===== src/rtl/register_bank_pkg.sv =====
`default_nettype none
// ============================================================================
//  Module      : register_bank_pkg
//  Description : Shared widths, indices and reset constants for the register
//                bank and the write-data selector.
//  Revision    : 1.0 - initial release
// ============================================================================
package register_bank_pkg;

    localparam int DATA_W     = 32;
    localparam int NUM_REGS   = 32;
    localparam int REG_ADDR_W = $clog2(NUM_REGS);

    typedef logic [REG_ADDR_W-1:0] reg_addr_t;
    typedef logic [DATA_W-1:0]     reg_data_t;

    localparam reg_addr_t REG_ZERO = 5'd0;
    localparam reg_addr_t SP_INDEX = 5'd29;
    // Also consumed by the write-data selector's stack-constant input.
    localparam reg_data_t SP_RESET = 32'd227;

    function automatic logic writes_reg(input logic we, input reg_addr_t idx);
        return we && (idx != REG_ZERO);
    endfunction

endpackage
`default_nettype wire


===== src/rtl/register_bank_if.sv =====
`default_nettype none
// ============================================================================
//  Module      : register_bank_if
//  Description : Write port and two read ports of the register bank.
//  Revision    : 1.0 - initial release
// ============================================================================
interface register_bank_if;
    import register_bank_pkg::*;

    logic      reg_write;
    reg_addr_t write_reg;
    reg_data_t write_data;
    reg_addr_t read_reg1;
    reg_addr_t read_reg2;
    reg_data_t read_data1;
    reg_data_t read_data2;

    modport master (
        output reg_write, write_reg, write_data, read_reg1, read_reg2,
        input  read_data1, read_data2
    );

    modport slave (
        input  reg_write, write_reg, write_data, read_reg1, read_reg2,
        output read_data1, read_data2
    );

endinterface
`default_nettype wire


===== src/rtl/register_bank_read_port.sv =====
`default_nettype none
// ============================================================================
//  Module      : register_bank_read_port
//  Description : Combinational read mux with r0 forcing and optional
//                same-cycle write forwarding.
//  Revision    : 1.0 - initial release
// ============================================================================
module register_bank_read_port
    import register_bank_pkg::*;
#(
    parameter bit BYPASS = 1'b0
) (
    input  reg_data_t regs_i [NUM_REGS],
    input  reg_addr_t read_reg_i,
    input  logic      wr_en_i,
    input  reg_addr_t wr_reg_i,
    input  reg_data_t wr_data_i,
    output reg_data_t read_data_o
);

    always_comb begin
        read_data_o = regs_i[read_reg_i];
        if (BYPASS && wr_en_i && (wr_reg_i == read_reg_i)) begin
            read_data_o = wr_data_i;
        end
        // r0 is forced last so neither storage nor forwarding can leak into it.
        if (read_reg_i == REG_ZERO) begin
            read_data_o = '0;
        end
    end

endmodule
`default_nettype wire


===== src/rtl/register_bank.sv =====
`default_nettype none
// ============================================================================
//  Module      : register_bank
//  Description : 32 x 32-bit MIPS register file, one write and two read ports,
//                asynchronous reset loading the stack pointer constant.
//  Revision    : 1.0 - initial release
// ============================================================================
module register_bank
    import register_bank_pkg::*;
#(
    parameter bit BYPASS = 1'b0
) (
    input  logic            clk,
    input  logic            reset,
    register_bank_if.slave  bus
);

    reg_data_t regs_view [NUM_REGS];
    logic      wr_en;

    // Forwarding must not show a write that reset is about to discard.
    assign wr_en        = !reset && writes_reg(bus.reg_write, bus.write_reg);
    assign regs_view[0] = '0;

    generate
        for (genvar i = 1; i < NUM_REGS; i++) begin : g_regs
            localparam reg_data_t RST_VAL = (i == int'(SP_INDEX)) ? SP_RESET : '0;

            reg_data_t reg_q;
            reg_data_t reg_d;

            always_comb begin
                reg_d = reg_q;
                if (wr_en && (bus.write_reg == reg_addr_t'(i))) begin
                    reg_d = bus.write_data;
                end
            end

            always_ff @(posedge clk or posedge reset) begin
                if (reset) begin
                    reg_q <= RST_VAL;
                end else begin
                    reg_q <= reg_d;
                end
            end

            assign regs_view[i] = reg_q;
        end
    endgenerate

    register_bank_read_port #(.BYPASS(BYPASS)) u_rd1 (
        .regs_i      (regs_view),
        .read_reg_i  (bus.read_reg1),
        .wr_en_i     (wr_en),
        .wr_reg_i    (bus.write_reg),
        .wr_data_i   (bus.write_data),
        .read_data_o (bus.read_data1)
    );

    register_bank_read_port #(.BYPASS(BYPASS)) u_rd2 (
        .regs_i      (regs_view),
        .read_reg_i  (bus.read_reg2),
        .wr_en_i     (wr_en),
        .wr_reg_i    (bus.write_reg),
        .wr_data_i   (bus.write_data),
        .read_data_o (bus.read_data2)
    );

endmodule
`default_nettype wire


===== src/flat_wrapper.sv =====
// flat-port wrapper written by rule: the top's interface ports become plain ports
module register_bank_flat import register_bank_pkg::*;
#(
    parameter bit BYPASS = 1'b0
)
  (clk, reset, bus_reg_write, bus_write_reg, bus_write_data, bus_read_reg1, bus_read_reg2, bus_read_data1, bus_read_data2);
  register_bank_if bus_i ();
  input  logic clk;
  input  logic reset;
  input wire logic [$bits(bus_i.reg_write)-1:0] bus_reg_write;
  input wire logic [$bits(bus_i.write_reg)-1:0] bus_write_reg;
  input wire logic [$bits(bus_i.write_data)-1:0] bus_write_data;
  input wire logic [$bits(bus_i.read_reg1)-1:0] bus_read_reg1;
  input wire logic [$bits(bus_i.read_reg2)-1:0] bus_read_reg2;
  output wire logic [$bits(bus_i.read_data1)-1:0] bus_read_data1;
  output wire logic [$bits(bus_i.read_data2)-1:0] bus_read_data2;
  assign bus_i.reg_write = bus_reg_write;
  assign bus_i.write_reg = bus_write_reg;
  assign bus_i.write_data = bus_write_data;
  assign bus_i.read_reg1 = bus_read_reg1;
  assign bus_i.read_reg2 = bus_read_reg2;
  assign bus_read_data1 = bus_i.read_data1;
  assign bus_read_data2 = bus_i.read_data2;
  register_bank #(.BYPASS(BYPASS)) u_core (.clk(clk), .reset(reset), .bus(bus_i));
endmodule

===== config.mk =====
export PLATFORM = sky130hd
export DESIGN_NAME = register_bank_flat
export DESIGN_NICKNAME = d
export VERILOG_FILES = /design/src/rtl/register_bank_pkg.sv /design/src/rtl/register_bank_if.sv /design/src/rtl/register_bank_read_port.sv /design/src/rtl/register_bank.sv /design/src/flat_wrapper.sv
export SDC_FILE = /design/constraint.sdc
export NUM_CORES = 2
export LEC_CHECK = 0
export ABC_AREA = 1
export BUFFER_PORTS_ARGS = -buffer_cell sky130_fd_sc_hd__buf_2
export CAP_MARGIN = 30
export CORE_AREA = 10 10 390 392
export DETAILED_ROUTE_END_ITERATION = 16
export DIE_AREA = 0 0 400 402
export GPL_ROUTABILITY_DRIVEN = 0
export GPL_TIMING_DRIVEN = 0
export SYNTH_ARGS = -nofsm -noshare
export SYNTH_HDL_FRONTEND = slang
export SYNTH_SLANG_ARGS = --single-unit
export TNS_END_PERCENT = 20

===== constraint.sdc =====
create_clock -name clk -period 37.7 [get_ports clk]
set_clock_uncertainty 0.05 [all_clocks]
set_input_delay 3.77 -clock clk [delete_from_list [all_inputs] [get_ports clk]]
set_output_delay 3.77 -clock clk [all_outputs]
set_load 0.1 [all_outputs]

---- Yosys cells after proc, flatten, opt, wreduce, memory -nomap -nowiden ----
Index checks and enable logic that the tools add are counted.
operators by class
  add/sub/neg operators ................... 0
  $mul .................................... 0
  divide/modulo/power cells ............... 0
  order comparisons ....................... 2
  equal/unequal tests ..................... 31
  shift-type cells ........................ 0
  mux-type cells .......................... 8
  bitwise logic cells ..................... 2
  reduce and logical (&&, ||, !) cells .... 37
operators with widths
  cell                                                              number
  32-bit binary-select mux with 5-bit select                        2
  32-bit two-way mux                                                6
  5-bit == test (second input constant)                             16
  5-bit by 4-bit == test with 1-bit output (second input constant)  8
  1-bit logical AND                                                 33
  5-bit by 3-bit == test with 1-bit output (second input constant)  4
  6-bit >= comparator (second input constant)                       2
  5-bit inverter with 6-bit output                                  2
  5-bit by 2-bit == test with 1-bit output (second input constant)  2
  5-bit zero test                                                   2
  5-bit by 1-bit == test with 1-bit output (second input constant)  1
  5-bit nonzero test                                                1
  1-bit zero test                                                   1
word-level totals
  flip-flop bits (word level) ............. 992
  latch bits .............................. 0
  RAM bits ................................ 0
  ROM bits ................................ 0
  input bits .............................. 50
  output and inout port bits .............. 64
  memories ................................ 0

---- Longest topological paths before layout ----
  depth after elaboration ................. 5
  mapped depth ............................ 12
  depth with buffers taken out ............ 9

---- Hierarchy ----
Synthesis repeated with hierarchy kept, for this count alone.
second synthesis, totals
  cells, all modules ...................... 8858
  area total of the unflattened synthesis .. 58483.6 um^2
by module, submodules not included
  module                   times used  cells each  area each (um^2)  sequential area each (um^2)
  register_bank            1           3930        37008.0           24830.1
  register_bank_read_port  2           2464        10737.8           0.0

---- Worst setup path after synthesis ----
OpenSTA, ideal clock, no wires.
  kind .................................... input port to flip-flop
  start point ............................. input reset
  end point ............................... register u_core.g_regs[26].reg_q[28]
  library setup time ...................... 0.137 ns
  arrival ................................. 17.472 ns
  data required time ...................... 37.513 ns
  path slack .............................. 20.041 ns
  stages on the path ...................... 6
  path buffers ............................ 2
  cells stage by stage .................... inv_2 nand3_4 buf_6 nor3_4 buf_2 a21oi_1
between the ends
  longest elaborated chain between the ends .. 3
ends and longest elaborated chain
  what                              RTL line             RTL
  start, declared                   flat_wrapper.sv:9    input logic reset;
  1-bit zero test (no source line)  n/a
  1-bit logical AND                 register_bank.sv:22  assign wr_en = !reset && writes_reg(bus.reg_write, bus.write_reg);
  1-bit logical AND                 register_bank.sv:34  if (wr_en && (bus.write_reg == reg_addr_t'(i))) begin
  end signal, assigned              register_bank.sv:43  reg_q <= reg_d;
  end, declared                     register_bank.sv:29  reg_data_t reg_q;
Every way passes these cells.
A chain may end at the register's enable or synchronous reset.

---- Worst setup path in the final report ----
  start point ............................. input bus_read_reg1[1]
  end point ............................... output bus_read_data1[31]
between the ends
  longest elaborated chain between the ends .. 5
  elaborated cells on any way between the ends .. 6
  those cells by class .................... mux (4); bitwise (1); reduce/logical (1)
ends and longest elaborated chain
  what                                                    RTL line                       RTL
  start, declared                                         flat_wrapper.sv:13             input wire logic [$bits(bus_i.read_reg1)-1:0] bus_read_reg1;
  5-bit inverter with 6-bit output (implied by the code)  register_bank_read_port.sv:22  read_data_o = regs_i[read_reg_i];
  32-bit binary-select mux with 5-bit select              register_bank_read_port.sv:22
  32-bit two-way mux (implied by the code) (2 in a row)   register_bank_read_port.sv:22
  32-bit two-way mux (*)                                  register_bank_read_port.sv:27  if (read_reg_i == REG_ZERO) begin
  end, declared                                           flat_wrapper.sv:15             output wire logic [$bits(bus_i.read_data1)-1:0] bus_read_data1;
Mark *: on every way between the ends. The rest lies on a longest branch, timed or not. The select of a mux whose other input is x is not followed.

==> results by group <==
Status
  – Status: completed

Floorplanning
  – Die area: 161,000 µm²
  – Core ar.: 145,000 µm²
  – # rows: 140
  – IO Count: 114
  – Initial Util: 39.6%
  – Chip width: 400 µm
  – Die height: 402 µm

Layout
  – Synthesis-to-finish area growth: 13.7%
  – Final #Nets: 8,827
  – Biggest register: u_core.g_regs.reg_q
  – Most frequent cells in the layout: nand2_1 (2,940), nand3_1 (1,503), dfrtp_1 (987), o21ai_0 (725), inv_1 (709)
  – Biggest registers after layout: u_core.g_regs.reg_q (992)
  – Commonest non-fill, non-tap cell in the layout: nand2_1
  – Share of cells above drive strength 1: 7.18%
  – Largest register FFs: 992

Logic synthesis
  – Post-synthesis sequential area ratio: 43.3%
  – Mapped cell area: 57,300 µm²
  – Post-synthesis cell type count: 26
  – Syn_nets: 8,534
  – Gate count after technology mapping: 8,484
  – Seq cells post-synth: 992
  – Syn_area_per_cell: 6.75 µm²
  – Synth warn: 0

Pwr
  – Comb pwr share: 23.6%
  – Clock Power Share: 35.1%
  – Sequential share of power: 41.3%
  – P per Cell Area: 50.2 nW/µm²
  – Pwr Total: 3.27 mW
  – Internal power component: 2.10 mW
  – Static Leakage: 31.4 nW
  – Maximum VDD drop: 37.3 µV
  – Psw: 1.17 mW
  – Switching share of power: 35.6%

Clock tree
  – Max clock buf depth: 3
  – CTS H-tree lvls: 3
  – CTS Root Buffer Type: clkbuf_16
  – Cts bufs inserted: 113
  – Resize count post-CTS: 0
  – Clock slew at reported path FFs: 0.06 ns
  – CTS Sinks: 992
  – CTS hold repair buffers: 0
  – Setup Fix Bufs, Post-CTS: 0
  – CTS tree: yes
  – Skew-Pair Late Insertion Delay: 0.76 ns

Worst setup path
  – Crit. End Element: output port
  – Worst setup endpoint: bus_read_data1[31]
  – Cell repeated most along the worst path: nand3_1
  – R2r setup slk: 36.78 ns
  – Worst flop-to-flop path startpoint: u_core.g_regs[29].reg_q[0]
  – Worst r2r path cells: 2
  – Worst Path Arrival: 7.54 ns
  – Worst setup SP type: input pin
  – CP Class: in -> out
  – Launch point of the worst path: bus_read_reg1[1]
  – CP cell instances: buf_2 -> clkinv_1 -> clkbuf_1 -> clkbuf_1 -> nand3_1 -> nand3_1 -> nand2_1 -> inv_1 -> nand3_1 -> nand2_1 -> buf_2
  – Max incr delay on CP: 0.87 ns
  – R2r endpoint: u_core.g_regs[29].reg_q[0]
  – Worst Path Required: 33.88 ns
  – Worst Path Max Fanout: 10
  – Worst path slowest cell: clkbuf_1

Worst hold path
  – HP Class: reg -> reg

STA
  – Fin crit share: 30.1%
  – Hold Slack: 0.435 ns
  – Slew @ Worst Pin: 1.16 ns
  – Setup TNS: 0 ns
  – Hold Fails Final Rpt: 0
  – Final setup violating endpoints: 0
  – Highest clock rate: 88.0 MHz
  – Final min period: 11.36 ns
  – Relative slew slack: 22.9%
  – Max-slew violation count: 0
  – RSZ-0062 raised after global routing: no

Route
  – DRC Markers: 0
  – WL/cell: 26.9 µm
  – Initial DRT Pass Iterations: 10
  – Vias/cell: 5.89
  – Antenna-violating nets left: 0
  – Initial drt markers: 10,524
  – Vias: 63,656
  – Routed WL: 291,000 µm

Global routing
  – First-pass GRT wire length: 412,000 µm
  – Vias in the first global route: 59,401
  – Gr usage total: 34.8%
  – Initial antenna violation count: 22
  – Grt ovf: 0
  – Largest net degree at the start of global routing: 125

Placement
  – PortBufs: 107
  – DP HPWL: 216,000 µm

Run
  – Max Cap Viol: 0
## logic make-up after synthesis
family | Yosys count | synth area share [%]
compound gates | 1187 | 10.4
buf+inv | 1417 | 10.3
flops | 992 | 43.3
simple gates | 4888 | 35.9
## cells in the mapped netlist
| master | instances | area [µm²] |
|---|---|---|
| nand2_1 | 2940 | 11000 |
| nand3_1 | 1503 | 7520 |
| dfrtp_1 | 987 | 24700 |
| o21ai_0 | 725 | 3630 |
| inv_1 | 709 | 2660 |
| clkbuf_1 | 412 | 1550 |
| nor2_1 | 409 | 1540 |
| a21oi_1 | 390 | 1950 |
| buf_2 | 168 | 841 |
| o21ai_1 | 71 | 355 |
| buf_1 | 55 | 206 |
| buf_6 | 39 | 439 |
| buf_4 | 21 | 158 |
| nand2_8 | 10 | 200 |
| nor3_4 | 10 | 163 |
| inv_2 | 9 | 33.8 |
| nand2_2 | 7 | 43.8 |
| dfstp_2 | 5 | 131 |
| nor3_2 | 5 | 50.1 |
| nor2_2 | 3 | 18.8 |
| buf_12 | 1 | 20.0 |
| clkbuf_2 | 1 | 5.00 |
| clkinv_1 | 1 | 3.75 |
| inv_4 | 1 | 6.26 |
| nand3_4 | 1 | 17.5 |
| o21ai_2 | 1 | 8.76 |
## worst min-delay path by stage
stage,from,to,slack [ns],depth (start not counted)
global route,u_core.g_regs[12].reg_q[20],u_core.g_regs[12].reg_q[20],0.45,2
finish,u_core.g_regs[9].reg_q[23],u_core.g_regs[9].reg_q[23],0.43,2
floorplan,u_core.g_regs[10].reg_q[0],u_core.g_regs[10].reg_q[0],0.40,2
CTS,u_core.g_regs[12].reg_q[25],u_core.g_regs[12].reg_q[25],0.44,2
global placement,u_core.g_regs[12].reg_q[8],u_core.g_regs[12].reg_q[8],0.42,2
detailed placement,u_core.g_regs[12].reg_q[25],u_core.g_regs[12].reg_q[25],0.42,2
## layout make-up
cell class,instances,area [µm²]
inverters,720,2710
flip-flops and latches,992,24800
plain buffers,697,3220
diodes,18,45.0
multi-input cells,6075,26500
well taps,1917,2400
clock inverters,30,328
clock buffers,177,3410
repair buffers,178,1670
fillers,14916,79400
## metrics by stage
step	instances	setup WS (ns)	area, µm²	util (%)
6_report	10804	26.34	65100	45.1
5_1_grt	10791	26.52	65100	45.1
4_1_cts	10766	26.63	64800	44.9
3_5_place_dp	10559	26.64	61100	42.3
3_3_place_gp	10508	11.19	60200	41.7
2_1_floorplan	8484	18.71	57300	-
## worst max-delay path: cells and delay by family
family        cells  cell delay [ns]
buf+inv           6             2.80
simple gates      5             0.95
## power by group through the flow
stage	registers, mW	logic [mW]	clock network [mW]
finish	1.35	0.771	1.15
floorplan	1.33	0.502	0
CTS	1.34	0.732	1.14
detailed placement	1.36	0.730	0
global route	1.37	0.832	1.19
global placement	1.36	0.706	0
## layer usage
metal | routed length [µm] | track usage (%) | vias to the layer above | part of all wire (%)
met4 | 23300 | 22.6 | 28 | 8.0
met3 | 42700 | 15.6 | 1338 | 15
met2 | 120000 | 50.0 | 4835 | 41
met1 | 104000 | 41.7 | 29823 | 36
li1 | - | - | 27632 | -
met5 | 687 | 1.97 | - | 0.24
No activity file was read; power rests on OpenSTA's default activity.
